## config.mk

```make
export PLATFORM = sky130hd
export DESIGN_NAME = sync_decoder
export DESIGN_NICKNAME = d
export VERILOG_FILES = /design/src/rtl/sync_decoder_pkg.sv /design/src/rtl/sync_code_match.sv /design/src/rtl/sync_decoder.sv
export SDC_FILE = /design/constraint.sdc
export NUM_CORES = 1
export LEC_CHECK = 0
export BUFFER_PORTS_ARGS = -buffer_cell sky130_fd_sc_hd__buf_2
export CORE_AREA = 2 2 332 334
export CTS_BUF_LIST = sky130_fd_sc_hd__clkbuf_8 sky130_fd_sc_hd__clkbuf_16
export CTS_CLUSTER_DIAMETER = 50
export DETAILED_ROUTE_END_ITERATION = 8
export DIE_AREA = 0 0 334 336
export HOLD_SLACK_MARGIN = 0.1
export SLEW_MARGIN = 5
export SYNTH_ARGS = -nofsm -noshare
export SYNTH_HDL_FRONTEND = slang
export SYNTH_SLANG_ARGS = --single-unit
```

## constraint.sdc

```tcl
create_clock -name clk_rxg -period 3.15 [get_ports clk_rxg]
set_clock_uncertainty 0.05 [all_clocks]
set_input_delay 0.63 -clock clk_rxg [delete_from_list [all_inputs] [get_ports clk_rxg]]
set_output_delay 0.63 -clock clk_rxg [all_outputs]
set_load 0.1 [all_outputs]
```

## src/rtl/sync_decoder_pkg.sv

```systemverilog
// Shared types and constants for the sync-code frame/line decoder.
package sync_decoder_pkg;

  localparam int CNT_W = 16;

  localparam logic [11:0] CODE_FS_DEF = 12'hFF0;
  localparam logic [11:0] CODE_FE_DEF = 12'hFF1;
  localparam logic [11:0] CODE_LS_DEF = 12'hFF2;
  localparam logic [11:0] CODE_LE_DEF = 12'hFF3;

  typedef enum logic [1:0] {
    s_IDLE    = 2'd0,
    s_WAIT_FS = 2'd1,
    s_FRAME   = 2'd2,
    s_LINE    = 2'd3
  } state_t;

  // One-hot after priority resolution: fs > fe > ls > le.
  typedef struct packed {
    logic fs;
    logic fe;
    logic ls;
    logic le;
  } code_flags_t;

endpackage

```

## src/rtl/sync_code_match.sv

```systemverilog
// Stage 1: register the parallel bus and flag which sync code the sync channel carries.
module sync_code_match
  import sync_decoder_pkg::*;
#(
  parameter int NCH     = 32,
  parameter int W       = 12,
  parameter int SYNC_CH = 0
) (
  input  logic             clk,
  input  logic             rst_n,
  input  logic [NCH*W-1:0] data,
  input  logic [W-1:0]     code_fs,
  input  logic [W-1:0]     code_fe,
  input  logic [W-1:0]     code_ls,
  input  logic [W-1:0]     code_le,
  output logic [NCH*W-1:0] data_q,
  output code_flags_t      flags
);

  logic [W-1:0] sync_word;
  code_flags_t  flags_d;

  assign sync_word = data[SYNC_CH*W +: W];

  // Priority chain keeps the flags one-hot if registers hold equal codes.
  always_comb begin
    flags_d = '0;
    if      (sync_word == code_fs) flags_d.fs = 1'b1;
    else if (sync_word == code_fe) flags_d.fe = 1'b1;
    else if (sync_word == code_ls) flags_d.ls = 1'b1;
    else if (sync_word == code_le) flags_d.le = 1'b1;
  end

  always_ff @(posedge clk or negedge rst_n) begin
    if (!rst_n) begin
      data_q <= '0;
      flags  <= '0;
    end else begin
      data_q <= data;
      flags  <= flags_d;
    end
  end

endmodule

```

## src/rtl/sync_decoder.sv

```systemverilog
// Frame/line timing decoder: embedded sync codes -> fval/lval/dval, counts and sticky error.
module sync_decoder
  import sync_decoder_pkg::*;
#(
  parameter int NCH     = 32,
  parameter int W       = 12,
  parameter int SYNC_CH = 0
) (
  input  logic             clk_rxg,
  input  logic             rst_rx_n,
  input  logic             training_done,
  input  logic [W-1:0]     code_fs,
  input  logic [W-1:0]     code_fe,
  input  logic [W-1:0]     code_ls,
  input  logic [W-1:0]     code_le,
  input  logic [NCH*W-1:0] data_par_trained,
  input  logic             err_clr,
  output logic             fval,
  output logic             lval,
  output logic             dval,
  output logic [NCH*W-1:0] data_out,
  output logic [CNT_W-1:0] line_cnt,
  output logic [CNT_W-1:0] pix_cnt,
  output logic             err_sync
);

  logic [NCH*W-1:0] data_q;
  code_flags_t      flags;
  logic             any_code;

  state_t           state, state_nxt;
  logic [CNT_W-1:0] lines_run, pix_run;
  logic             err_set, clr_lines, inc_line, clr_pix, inc_pix;
  logic             latch_lines, latch_pix;
  logic             fval_d, lval_d;

  sync_code_match #(.NCH(NCH), .W(W), .SYNC_CH(SYNC_CH)) u_match (
    .clk     (clk_rxg),
    .rst_n   (rst_rx_n),
    .data    (data_par_trained),
    .code_fs (code_fs),
    .code_fe (code_fe),
    .code_ls (code_ls),
    .code_le (code_le),
    .data_q  (data_q),
    .flags   (flags)
  );

  assign any_code = |flags;

  always_comb begin
    state_nxt   = state;
    err_set     = 1'b0;
    clr_lines   = 1'b0;
    inc_line    = 1'b0;
    clr_pix     = 1'b0;
    inc_pix     = 1'b0;
    latch_lines = 1'b0;
    latch_pix   = 1'b0;
    if (!training_done) begin
      state_nxt = s_IDLE;
    end else begin
      unique case (state)
        s_IDLE: state_nxt = s_WAIT_FS;
        s_WAIT_FS: begin
          if (flags.fs) begin
            state_nxt = s_FRAME;
            clr_lines = 1'b1;
          end
        end
        s_FRAME: begin
          if (flags.fs) begin
            err_set   = 1'b1;
            clr_lines = 1'b1;
          end else if (flags.fe) begin
            state_nxt   = s_WAIT_FS;
            latch_lines = 1'b1;
          end else if (flags.ls) begin
            state_nxt = s_LINE;
            clr_pix   = 1'b1;
          end else if (flags.le) begin
            err_set = 1'b1;
          end
        end
        s_LINE: begin
          if (flags.fs) begin
            err_set   = 1'b1;
            state_nxt = s_FRAME;
            clr_lines = 1'b1;
          end else if (flags.fe) begin
            err_set   = 1'b1;
            state_nxt = s_WAIT_FS;
          end else if (flags.ls) begin
            err_set = 1'b1;
            clr_pix = 1'b1;
          end else if (flags.le) begin
            state_nxt = s_FRAME;
            latch_pix = 1'b1;
            inc_line  = 1'b1;
          end else begin
            inc_pix = 1'b1;
          end
        end
        default: state_nxt = s_IDLE;
      endcase
    end
  end

  // Valids follow the current state, so a training_done drop clears them one cycle after the FSM idles.
  assign fval_d = (state == s_FRAME) || (state == s_LINE) ||
                  ((state == s_WAIT_FS) && training_done && flags.fs);
  assign lval_d = (state == s_LINE) && !any_code;

  always_ff @(posedge clk_rxg or negedge rst_rx_n) begin
    if (!rst_rx_n) begin
      state     <= s_IDLE;
      data_out  <= '0;
      fval      <= 1'b0;
      lval      <= 1'b0;
      dval      <= 1'b0;
      lines_run <= '0;
      pix_run   <= '0;
      line_cnt  <= '0;
      pix_cnt   <= '0;
      err_sync  <= 1'b0;
    end else begin
      state    <= state_nxt;
      data_out <= data_q;
      fval     <= fval_d;
      lval     <= lval_d;
      dval     <= lval_d;
      if (clr_lines)     lines_run <= '0;
      else if (inc_line) lines_run <= lines_run + CNT_W'(1);
      if (clr_pix)                       pix_run <= '0;
      else if (inc_pix && pix_run != '1) pix_run <= pix_run + CNT_W'(1);
      if (latch_lines) line_cnt <= lines_run;
      if (latch_pix)   pix_cnt  <= pix_run;
      if (err_set)      err_sync <= 1'b1;
      else if (err_clr) err_sync <= 1'b0;
    end
  end

endmodule

```

Word level (Yosys, flattened, before mapping)
Cells that the tools add are included.

storage, ports and cells
  bits in registers = 841
  latch bits = 0
  bits in writable memories = 0
  memory bits (read-only) = 0
  bits of input ports = 436
  output and inout port bits = 420
  memories kept = 0

cells by class
  add/subtract/negate cells = 2
  multipliers = 0
  div/mod/pow operators = 0
  magnitude comparators = 0
  equal/unequal tests = 13
  shift-type cells = 0
  mux-type cells = 52
  bitwise operators = 0
  reduce and logical (&&, ||, !) cells = 15

operators with widths
  cell                                                   count
  2-to-1 mux 16 bit                                      4
  equality test 12 bit                                   4
  2-to-1 mux 1 bit                                       35
  adder 16 x 1 -> 16 bit, second input constant          2
  2-to-1 mux 2 bit                                       10
  inequality test 16 bit, second input constant          1
  one-hot mux 2 bit (4 select lines)                     1
  nonzero test 2 bit                                     3
  inequality test 5 x 2 -> 1 bit, second input constant  1
  inequality test 5 x 3 -> 1 bit, second input constant  1
  AND reduction 5 bit                                    1
  equality test 2 bit, second input constant             2
  logical AND 1 bit                                      4
  inequality test 4 x 2 -> 1 bit, second input constant  1
  OR reduction 4 bit                                     1
  2-to-1 mux 3 bit                                       1
  inequality test 3 x 2 -> 1 bit, second input constant  1
  inequality test 3 bit, second input constant           1
  OR reduction 3 bit                                     1
  equality test 2 x 1 -> 1 bit, second input constant    1
  zero test 2 bit                                        1
  logical OR 1 bit                                       2
  one-hot mux 1 bit (2 select lines)                     1
  OR reduction 2 bit                                     1
  zero test 1 bit                                        1

Depth between registers and ports, before layout
Gate-level depths: netlist of run 1.

  depth after elaboration = 9
  mapped depth = 7
  depth with buffers taken out = 5

By module
From an unflattened synthesis of run 1, not the netlist that was laid out.

second synthesis, totals
  cells, all modules = 1130
  area, all modules = 23098.4 um^2

by module, submodules not included
  module           times used  cells an instance  area an instance (um^2)  sequential area each (um^2)
  sync_decoder     1           675                12832.3                  11335.9
  sync_code_match  1           455                10266.1                  9709.3

Worst setup path after synthesis of run 1
OpenSTA, ideal clock, no wires.

  path type = register -> register
  start = register, netlist name u_match.flags[2]
  end = register pix_run[7]
  data arrival time = 2.158 ns
  slack = 0.864 ns
  stages on the path, launching flop included = 7
  buffers on the path = 2
  path through = dfrtp_1 or4b_1 buf_2 or3_4 buf_6 or4_1 a21oi_1

on the way
  cells in the longest elaborated chain, start to end = 6

RTL lines
  element                       RTL line             text
  2-to-1 mux 1 bit              sync_decoder.sv:90   end else if (flags.fe) begin
  2-to-1 mux 1 bit              sync_decoder.sv:86   if (flags.fs) begin
  2-to-1 mux 1 bit              sync_decoder.sv:63   unique case (state)
  2-to-1 mux 1 bit              sync_decoder.sv:60   if (!training_done) begin
  logical AND 1 bit             sync_decoder.sv:135  else if (inc_pix && pix_run != '1) pix_run <= pix_run + CNT_W'(1);
  nonzero test 2 bit (no line)  n/a
  end signal: assignment        sync_decoder.sv:135
  end: declaration              sync_decoder.sv:32   logic [CNT_W-1:0] lines_run, pix_run;

Several ways; a longest one is shown, not always the timed one.
A chain may end at the register's enable or synchronous reset.

Final worst setup path of run 1
  start = register state[0]
  end = register pix_run[6]

on the way
  cells in the longest elaborated chain, start to end = 5

RTL lines
  element                                                                  RTL line                                 text
  start: declaration                                                       sync_decoder.sv:31                       state_t state, state_nxt;
  start signal: assignment                                                 sync_decoder.sv:116                      state <= s_IDLE;
  start signal: assignment                                                 sync_decoder.sv:127                      state <= state_nxt;
  equality test 2 bit                                                      sync_decoder.sv:63
  OR reduction 2 bit (no line) / 2-to-1 mux 1 bit (equally long branches)  n/a
  2-to-1 mux 1 bit, on equally long branches                               n/a
  2-to-1 mux 1 bit / logical AND 1 bit (equally long branches)             sync_decoder.sv:60, sync_decoder.sv:135
  2-to-1 mux 16 bit / nonzero test 2 bit (equally long branches)           n/a

Several ways; a longest one is shown, not always the timed one.

==> out/metrics.csv, run 1 <==
stage,metric,value,unit
status,outcome,"finished, final reports clean",
timing,fin_setup_tns,0,ps
min_path,hold_path_class,input pin to flop,
power_and_ir_drop,pwr_density_cell,701,nW/um2
clock_tree,cts_setup_buffers,0,
clock_tree,numClockSinks,841,
drt,via_per_inst,3.65,
power_and_ir_drop,peakVddDrop,573,uV
timing,fin_hold_ws,231,ps
critical_path,critPathLaunchType,flop,
synth,ys_types,48,
critical_path,crit_fanout,11,
floorplanning,die_area,112000,um2
drt,drcViolationCount,0,
run,max-cap-violations,0,
grt,antenna_found_initial,9,
synth,syn_inst,1132,
grt,grt_pass1_wl,102,mm
clock_tree,cts-root-buf,clkbuf_16,
layout,drive_gt1_share,42.0,%
grt,grt.overflow.total,0,
layout,syn_to_final_growth,57.8,%
timing,relSlewSlack,46.6,%
floorplanning,initial_core_util,21.3,%
layout,fillers,10335,
synth,synth.avg_cell_area,20.4,um2
synth,synth_area,23100,um2
grt,grt_start_max_net_pins,109,
grt,grt_use_total,12.2,%
synth,ys_ff_latch,841,
floorplanning,coreArea,108000,um2
power_and_ir_drop,p_leak,17.5,nW
clock_tree,cts.path.max_buffers,3,
timing,timing.fmax,404,MHz
placed_design,placed_cell_area,29500,um2
clock_tree,hold_buffers,381,
synth,synth_edf_count,0,
floorplanning,die_h,336,um
critical_path,crit_arrival,2940,ps
drt,ant_nets,0,
synth,syn_nets,1570,
clock_tree,cts_tree,yes,
timing,setup_violations,0,
placed_design,dp_slack,674,ps
timing,worst_slack,677,ps
synth,synth_ff_type,dfrtp_1,
timing,worstMarginPinSlew,796,ps
floorplanning,die_w,334,um
drt,drt-pass1-iter-count,5,
drt,vias,14518,
grt,grt_pass1_vias,16385,
critical_path,endpoint_kind,flop,
synth,yosysWarnings,0,
drt,first_iter_violations,731,
timing,fin_crit,2470,ps
clock_tree,clk_pin_slew,60,ps
layout,final_cell_mix,"buf_2 (854), dfrtp_1 (841), dlygate4sd3_1 (381)",
clock_tree,htree_levels,3,
timing,report.final.hold_viol_count,0,
critical_path,required,3610,ps
drt,wl_per_cell,17.4,um
power_and_ir_drop,total_power,25.5,mW
clock_tree,numCtsBuffers,92,
timing,rsz0062_at_grt,false,
placed_design,port_buffers,855,
floorplanning,io-pin-count,856,
clock_tree,cts_resized,0,
synth,yosysSeqAreaShare,91.2,%
critical_path,crit_type,flop to flop,
synth,async_flop_share,100,%
layout,nNetsFinal,2922,
layout,layout_commonest_cell,buf_2,
timing,period_share,78.5,%
timing,maxSlewViolCount,0,
layout,finalInstanceArea,36400,um2
clock_tree,clk_latency,640,ps
placed_design,place.gp.congestion,0.825,
floorplanning,core.rowCount,121,
drt,drt-total-wl,69.2,mm
placed_design,dp_hpwl,48.3,mm
[sequential cells by signal, indices dropped and copies added, names as in the netlist]
register,cells
lines_run,16
dval,1
err_sync,1
line_cnt,16
pix_cnt,16
fval,1
u_match.flags,4
u_match.data_q,384
state,2
data_out,384
pix_run,16
[power breakdown]
part	internal, mW	switching (mW)	total (mW)
registers	11.3	0.177	11.5
logic	0.748	2.52	3.27
clock network	6.36	4.44	10.8
[worst paths after layout]
kind                                          startpoint                       endpoint  slack [ps]  cells after the start
min reg2reg                u_match.data_q[142]$_DFF_PN0_        data_out[142]$_DFF_PN0_         280                      0
max                                 state[0]$_DFFE_PN0P_         pix_run[6]$_DFFE_PN0P_         680                      4
max reg2reg                         state[0]$_DFFE_PN0P_         pix_run[6]$_DFFE_PN0P_         680                      4
min                                  data_par_trained[2]    u_match.data_q[2]$_DFF_PN0_         230                      1
max in group asynchronous                       rst_rx_n        data_out[124]$_DFF_PN0_        1550                      3
min in group asynchronous                       rst_rx_n  u_match.data_q[239]$_DFF_PN0_         500                      2
[layer usage]
metal,wire (um),track usage (%)
met1,25900,13.7
met2,35900,21.4
met3,4910,3.58
met4,2450,5.28
met5,0,0
[worst max-delay path, stage by stage, from the launching register on]
cell,delay [ps]
dfrtp_1,530
or4b_1,640
nor3_1,720
o211ai_1,250
mux2i_1,160
[stage by stage]
step	utilization, %	std cells
final	33.6	3974
after global routing	33.6	3972
after CTS	33.6	3971
after detailed placement	27.2	3423
after global placement	27.2	3423
after floorplan	-	1132
[cells in the mapped netlist (2+ instances only)]
cell,number,area [um2]
a211oi_1,3,22.5
a21oi_1,14,70.1
a31oi_1,3,18.8
and2_1,2,12.5
and3_1,3,18.8
and4_1,5,43.8
buf_2,2,10.0
clkbuf_1,10,37.5
dfrtp_1,841,21000
ha_1,2,25.0
inv_1,11,41.3
mux2_2,29,327
mux2i_1,6,60.1
nand2_1,23,86.3
nand2b_1,5,31.3
nand3_1,11,55.1
nand4_1,17,106
nor2_1,9,33.8
nor2b_1,2,12.5
nor3_1,13,65.1
nor3b_1,2,15.0
nor4_1,7,43.8
o211ai_1,4,30.0
o21ai_0,10,50.1
o311ai_0,3,26.3
o31ai_1,5,37.5
o41ai_1,2,17.5
or3_1,8,50.1
or4_1,8,60.1
xnor2_1,39,342
xor2_1,16,140
[area by class of cell]
type,instances,area [um2],area share (%)
clock buffer,110,2560,7.03
multi-input combinational,265,1930,5.31
clock inverter,57,589,1.62
sequential,841,21000,57.8
inverter,11,41.3,0.113
tap,1414,1770,4.86
antenna,3,7.51,0.0206
timing repair buffer,1273,8480,23.3
[cell families after synthesis]
group                      share of synthesized area (%)
DFF                                                 91.2
and+or+nand+nor                                     3.11
xor gates and xnor gates                            2.09
AOI/OAI and AO/OA                                   1.37
muxes                                               1.67
buffers and inverters                              0.482
adders and majority gates                          0.108
Power figures use the tool's default switching activity.
==> inputs of run 2 (changes only) <==
--- a/config.mk
+++ b/config.mk
@@ -5,12 +5,13 @@
 export SDC_FILE = /design/constraint.sdc
 export NUM_CORES = 1
 export LEC_CHECK = 0
+export ABC_AREA = 1
 export BUFFER_PORTS_ARGS = -buffer_cell sky130_fd_sc_hd__buf_2
-export CORE_AREA = 2 2 332 334
+export CORE_AREA = 2 2 336 338
 export CTS_BUF_LIST = sky130_fd_sc_hd__clkbuf_8 sky130_fd_sc_hd__clkbuf_16
 export CTS_CLUSTER_DIAMETER = 50
 export DETAILED_ROUTE_END_ITERATION = 8
-export DIE_AREA = 0 0 334 336
+export DIE_AREA = 0 0 338 340
 export HOLD_SLACK_MARGIN = 0.1
 export SLEW_MARGIN = 5
 export SYNTH_ARGS = -nofsm -noshare
==> constraint.sdc (replaced) <==
create_clock -name clk_rxg -period 2.2 [get_ports clk_rxg]
set_clock_uncertainty 0.05 [all_clocks]
set_input_delay 0.44 -clock clk_rxg [delete_from_list [all_inputs] [get_ports clk_rxg]]
set_output_delay 0.44 -clock clk_rxg [all_outputs]
set_load 0.1 [all_outputs]
==> out/metrics.csv, run 2 <==
stage,metric,value,unit,change
floorplanning,coreArea,112000,um2,+2.9%
timing,maxSlewViolCount,0,,unchanged
critical_path,critPathLaunchType,flop,,
grt,grt_start_max_net_pins,84,,-23%
synth,synth_ff_type,dfrtp_1,,
timing,report.final.hold_viol_count,0,,unchanged
critical_path,crit_fanout,1,,-10
floorplanning,die_area,115000,um2,+2.4%
power_and_ir_drop,peakVddDrop,698,uV,+22%
synth,ys_types,32,,-33%
synth,syn_nets,1807,,+15%
placed_design,port_buffers,855,,unchanged
synth,synth_area,23600,um2,+2.3%
timing,setup_violations,0,,unchanged
drt,ant_nets,0,,unchanged
clock_tree,cts.path.max_buffers,3,,unchanged
drt,via_per_inst,3.59,,-1.7%
drt,vias,15444,,+6.4%
floorplanning,die_h,340,um,+1.2%
critical_path,crit_chain,buf_2,,
placed_design,dp_hpwl,53.2,mm,+10%
clock_tree,htree_levels,3,,unchanged
grt,antenna_found_initial,14,,+5
timing,worstMarginPinSlew,670,ps,-125 ps
timing,rsz0062_at_grt,false,,
clock_tree,clk_latency,660,ps,+20 ps
drt,first_iter_violations,659,,-9.8%
timing,period_share,95.3,%,
critical_path,crit_type,flop to output pin,,
min_path,hold_path_class,input pin to flop,,
grt,grt_use_total,12.8,%,+0.66 points
floorplanning,initial_core_util,21.2,%,-0.13 points
power_and_ir_drop,pwr_density_cell,1010,nW/um2,+43%
drt,wl_per_cell,17.4,um,-0.28%
clock_tree,cts-root-buf,clkbuf_16,,
timing,timing.fmax,477,MHz,
synth,synth_top_cell_area_share,89.1,%,-2.1 points
synth,synth_edf_count,0,,unchanged
grt,grt_pass1_vias,17220,,+5.1%
clock_tree,clk_pin_slew,60,ps,about the same
clock_tree,numCtsBuffers,93,,+1.1%
synth,yosysSeqAreaShare,89.1,%,-2.1 points
timing,fin_crit,2100,ps,
synth,ys_ff_latch,841,,unchanged
grt,grt_pass1_wl,108,mm,+5.7%
layout,fin_util,33.3,%,-0.28 points
run,max-cap-violations,0,,unchanged
critical_path,crit_arrival,1610,ps,-1330 ps
clock_tree,numClockSinks,841,,unchanged
clock_tree,cts_setup_buffers,0,,unchanged
synth,syn_inst,1369,,+21%
layout,final_cell_mix,"buf_2 (846), dfrtp_1 (841), dlygate4sd3_1 (390)",,
floorplanning,core.rowCount,123,,+1.7%
critical_path,crit_buf_inv,1,,+1
layout,reg.largest.list,"data_out x384, u_match.data_q x384",,
drt,drcViolationCount,0,,unchanged
layout,n_antenna_cell,0,,-3
synth,yosysWarnings,0,,unchanged
timing,relSlewSlack,55.3,%,+8.7 points
timing,fin_setup_tns,0,ps,unchanged
status,outcome,"finished, final reports clean",,
timing,worst_slack,103,ps,-574 ps
synth,synth.most_common_cell,dfrtp_1,,
critical_path,critPathMaxStageDelay,490,ps,-230 ps
power_and_ir_drop,total_power,37.4,mW,+46%
placed_design,place.gp.congestion,0.859,,+4.1%
floorplanning,io-pin-count,856,,unchanged
layout,nNetsFinal,3166,,+8.4%
synth,synth_commonest_cells,"dfrtp_1 (841), nand2_1 (204), nor2_1 (63)",,
power_and_ir_drop,p_leak,18.0,nW,+3.2%
critical_path,required,1710,ps,-1900 ps
layout,layout_commonest_cell,buf_2,,
critical_path,crit_family,buffers and inverters,,
grt,grt.overflow.total,0,,unchanged
floorplanning,die_w,338,um,+1.2%
critical_path,crit_path_top_delay_cell,buf_2,,
synth,yosysTopAreaCell,dfrtp_1,,
placed_design,dp_slack,301,ps,-373 ps
layout,syn_to_final_growth,57.4,%,
drt,drt-pass1-iter-count,5,,unchanged
drt,drt-total-wl,74.7,mm,+7.9%
layout,drive_gt1_share,38.7,%,-3.3 points
synth,synth.avg_cell_area,17.3,um2,-15%
synth,async_flop_share,100,%,unchanged
critical_path,endpoint_kind,output pin,,
synth,synth.area.top_cells,"dfrtp_1 (89%), nand2_1 (3.2%), xnor2_1 (1.3%)",,
clock_tree,cts_tree,yes,,
run 2: changes by cell type after synthesis, moves of 22 or more:
cell / delta
nor2_1: +54
o21ai_0: +26
inv_1: +49
nand2_1: +181
mux2_2: -25
nand3_1: +22
run 2: metal layers:
| layer | vias up | global-route usage (%) | wire length, um |
|---|---|---|---|
| li1 | 6997 | - | - |
| met1 | 7684 | 15.1 | 29300 |
| met2 | 621 | 21.3 | 36500 |
| met3 | 134 | 4.47 | 6450 |
| met4 | 8 | 5.10 | 2310 |
| met5 | - | 0.417 | 106 |
run 2: cell families after synthesis:
family | synth area share (%)
xor+xnor | 1.41
flops | 89.1
fa+ha+maj | 0.106
buf+inv | 1.52
compound gates | 1.22
mux | 0.191
simple gates | 6.44
run 2: worst paths after layout:
kind                            slack [ps]                            end  cells after the start                    startpoint
worst max-delay path                   100                   data_out[45]                      1        data_out[45]$_DFF_PN0_
worst min-delay path                   190     u_match.flags[2]$_DFF_PN0_                      6                    code_fe[2]
worst max register to register         290         pix_run[3]$_DFFE_PN0P_                      9        pix_run[0]$_DFFE_PN0P_
worst min register to register         280         data_out[87]$_DFF_PN0_                      0  u_match.data_q[87]$_DFF_PN0_
max in group asynchronous              900  u_match.data_q[209]$_DFF_PN0_                      3                      rst_rx_n
min in group asynchronous              230         data_out[71]$_DFF_PN0_                      2                      rst_rx_n
run 2: through the flow:
step,cell area [um2],cells,hold slack [ps]
6_report,37200,4302,186
5_1_grt,37200,4302,165
4_1_cts,37200,4302,110
3_5_place_dp,30000,3743,285
3_3_place_gp,30000,3743,281
2_1_floorplan,23600,1369,94.4
run 2: repair_timing:
item                       in CTS  in global routing
hold buffers                  390                  0
setup endpoints to repair       8                  0
gates resized for setup         8                  0
hold endpoints to repair      814                  0
run 2: final cells by class:
| class | count | area, um2 |
|---|---|---|
| clock inverters | 63 | 697 |
| inverters | 64 | 240 |
| well taps | 1500 | 1880 |
| fillers | 10678 | 74400 |
| flip-flops and latches | 841 | 21000 |
| repair buffers | 1284 | 8590 |
| multi-input cells | 444 | 2210 |
| clock buffers | 106 | 2520 |
run 2: worst min-delay path: stages:
cell and delay [ps]:
buf_2 80, xnor2_1 60, nand2_1 60, nor2_1 40, nand3_1 110, nor2_1 70
run 2: power by group:
part	switching, mW	internal (mW)	leakage, nW
sequential	0.333	16.2	9.91
combinational	3.96	1.18	6.47
clock	6.52	9.18	1.63
==> inputs of run 3 (changes only) <==
--- a/config.mk
+++ b/config.mk
@@ -13,6 +13,7 @@
 export DETAILED_ROUTE_END_ITERATION = 8
 export DIE_AREA = 0 0 338 340
 export HOLD_SLACK_MARGIN = 0.1
+export MAX_ROUTING_LAYER = met4
 export SLEW_MARGIN = 5
 export SYNTH_ARGS = -nofsm -noshare
 export SYNTH_HDL_FRONTEND = slang
==> out/metrics.csv, run 3 (synthesis results as in run 2) <==
stage,metric,value,unit,change
status,outcome,"finished, final reports clean",,
critical_path,path_depth,1,,unchanged
critical_path,crit_fanout,1,,unchanged
drt,ant_nets,0,,unchanged
critical_path,crit_family,buffers and inverters,,
drt,vias,15519,,+0.49%
grt,antenna_found_initial,15,,+1
floorplanning,initial_core_util,21.2,%,unchanged
timing,worstMarginPinSlew,681,ps,+10.5 ps
timing,fin_crit,2090,ps,-3.83 ps
critical_path,crit_buf_inv,1,,unchanged
clock_tree,numCtsBuffers,93,,unchanged
power_and_ir_drop,p_sw_share,28.9,%,about the same
floorplanning,die_area,115000,um2,unchanged
critical_path,r2r_setup_slack,290,ps,about the same
clock_tree,cts_tree,yes,,
power_and_ir_drop,clkPwrFrac,42.0,%,about the same
critical_path,r2r_cells,9,,unchanged
placed_design,dp_hpwl,53.2,mm,unchanged
layout,syn_to_final_growth,57.5,%,about the same
timing,setup_violations,0,,unchanged
critical_path,critPathLaunchType,flop,,
drt,drt-pass1-iter-count,4,,-1
timing,fin_hold_ws,181,ps,-5.37 ps
drt,first_iter_violations,693,,+5.2%
clock_tree,clk_pin_slew,60,ps,about the same
timing,rsz0062_at_grt,false,,
clock_tree,htree_levels,3,,unchanged
placed_design,port_buffers,855,,unchanged
power_and_ir_drop,peakVddDrop,701,uV,+0.36%
critical_path,crit_arrival,1600,ps,about the same
critical_path,required,1710,ps,about the same
drt,drt-total-wl,74.8,mm,+0.14%
grt,grt_pass1_wl,108,mm,-0.13%
power_and_ir_drop,total_power,37.4,mW,about the same
floorplanning,die_w,338,um,unchanged
layout,final_cell_mix,"buf_2 (846), dfrtp_1 (841), dlygate4sd3_1 (390)",,
floorplanning,io-pin-count,856,,unchanged
floorplanning,core.rowCount,123,,unchanged
timing,fin_setup_tns,0,ps,unchanged
drt,wl_per_cell,17.4,um,about the same
timing,report.final.hold_viol_count,0,,unchanged
clock_tree,cts-root-buf,clkbuf_16,,
grt,grt_use_total,13.2,%,+0.40 points
grt,grt_pass1_vias,17272,,+0.30%
drt,via_per_inst,3.60,,+0.35%
grt,grt.overflow.total,0,,unchanged
grt,grt_start_max_net_pins,84,,unchanged
timing,period_share,95.1,%,-0.17 points
power_and_ir_drop,p_switching,10.8,mW,about the same
timing,relSlewSlack,54.6,%,-0.70 points
layout,fillers,10673,,-0.047%
floorplanning,die_h,340,um,unchanged
critical_path,crit_type,flop to output pin,,
power_and_ir_drop,p_leak,18.0,nW,about the same
layout,reg.largest.list,"data_out x384, u_match.data_q x384",,
layout,nNetsFinal,3166,,unchanged
layout,drive_gt1_share,38.7,%,unchanged
floorplanning,coreArea,112000,um2,unchanged
critical_path,endpoint_kind,output pin,,
critical_path,startpoint,data_out[383]$_DFF_PN0_,,
clock_tree,cts_setup_buffers,0,,unchanged
clock_tree,cts.path.max_buffers,3,,unchanged
power_and_ir_drop,p_int,26.6,mW,about the same
timing,timing.fmax,478,MHz,+0.18%
clock_tree,clk_latency,660,ps,about the same
critical_path,crit_path_top_delay_cell,buf_2,,
run,max-cap-violations,0,,unchanged
timing,maxSlewViolCount,0,,unchanged
placed_design,place.gp.congestion,0.872,,+1.6%
critical_path,r2r_start,pix_run[0]$_DFFE_PN0P_,,
drt,drcViolationCount,0,,unchanged
critical_path,endpoint,data_out[383],,
power_and_ir_drop,pwr_density_cell,1010,nW/um2,about the same
clock_tree,numClockSinks,841,,unchanged
min_path,hold_path_class,input pin to flop,,
layout,layout_commonest_cell,buf_2,,
critical_path,r2r_end,pix_run[3]$_DFFE_PN0P_,,
layout,fin_util,33.3,%,about the same
power_and_ir_drop,p_comb_share,13.7,%,about the same
critical_path,critPathMaxStageDelay,490,ps,about the same
power_and_ir_drop,power_frac_seq,44.3,%,about the same
critical_path,crit_chain,buf_2,,
-- run 3: repair_timing --
action	in CTS	in global routing
endpoints found under the hold margin	814	0
gates resized for setup	8	0
setup endpoints to repair	8	0
hold buffers	390	0
-- run 3: metal layers --
layer,vias up,track usage [%],wire length (um)
met3,122,4.06,5880
met5,-,-,0
met2,622,21.3,36700
met1,7767,15.4,30000
li1,7008,-,-
met4,0,5.09,2180
-- run 3: worst min-delay path by stage --
stage | startpoint | end | slack (ps) | depth (start not counted)
floorplan | rst_rx_n | data_out[0]$_DFF_PN0_ | 90 | 0
global placement | u_match.data_q[173]$_DFF_PN0_ | data_out[173]$_DFF_PN0_ | 280 | 0
detailed placement | u_match.data_q[132]$_DFF_PN0_ | data_out[132]$_DFF_PN0_ | 280 | 0
CTS | code_fe[2] | u_match.flags[2]$_DFF_PN0_ | 110 | 6
global route | code_ls[1] | u_match.flags[1]$_DFF_PN0_ | 170 | 6
finish | code_fe[2] | u_match.flags[2]$_DFF_PN0_ | 180 | 6
-- run 3: through the flow --
step | cell area (um2) | setup slack (ps) | instances
2_1_floorplan | 23600 | 386 | 1369
3_3_place_gp | 30000 | 351 | 3743
3_5_place_dp | 30000 | 301 | 3743
4_1_cts | 37200 | 22.4 | 4302
5_1_grt | 37200 | 29.0 | 4307
6_report | 37200 | 107 | 4308
-- run 3: area by class of cell --
cell class	count	area, um2	area share (%)
Antenna cell	6	15.0	0.0404
Clock buffer	106	2520	6.77
Clock inverter	63	697	1.87
Inverter	64	240	0.646
Multi-Input combinational cell	444	2210	5.95
Sequential cell	841	21000	56.6
Tap cell	1500	1880	5.05
Timing Repair Buffer	1284	8590	23.1
-- run 3: power by group through the flow --
stage          combinational (mW)  sequential [mW]  clock (mW)
2_1_floorplan               0.394             19.5           0
4_1_cts                      5.17             16.6        16.1
5_1_grt                      5.38             16.6        16.8
6_report                     5.14             16.6        15.7
3_3_place_gp                 4.57             16.8           0
3_5_place_dp                 4.59             16.8           0
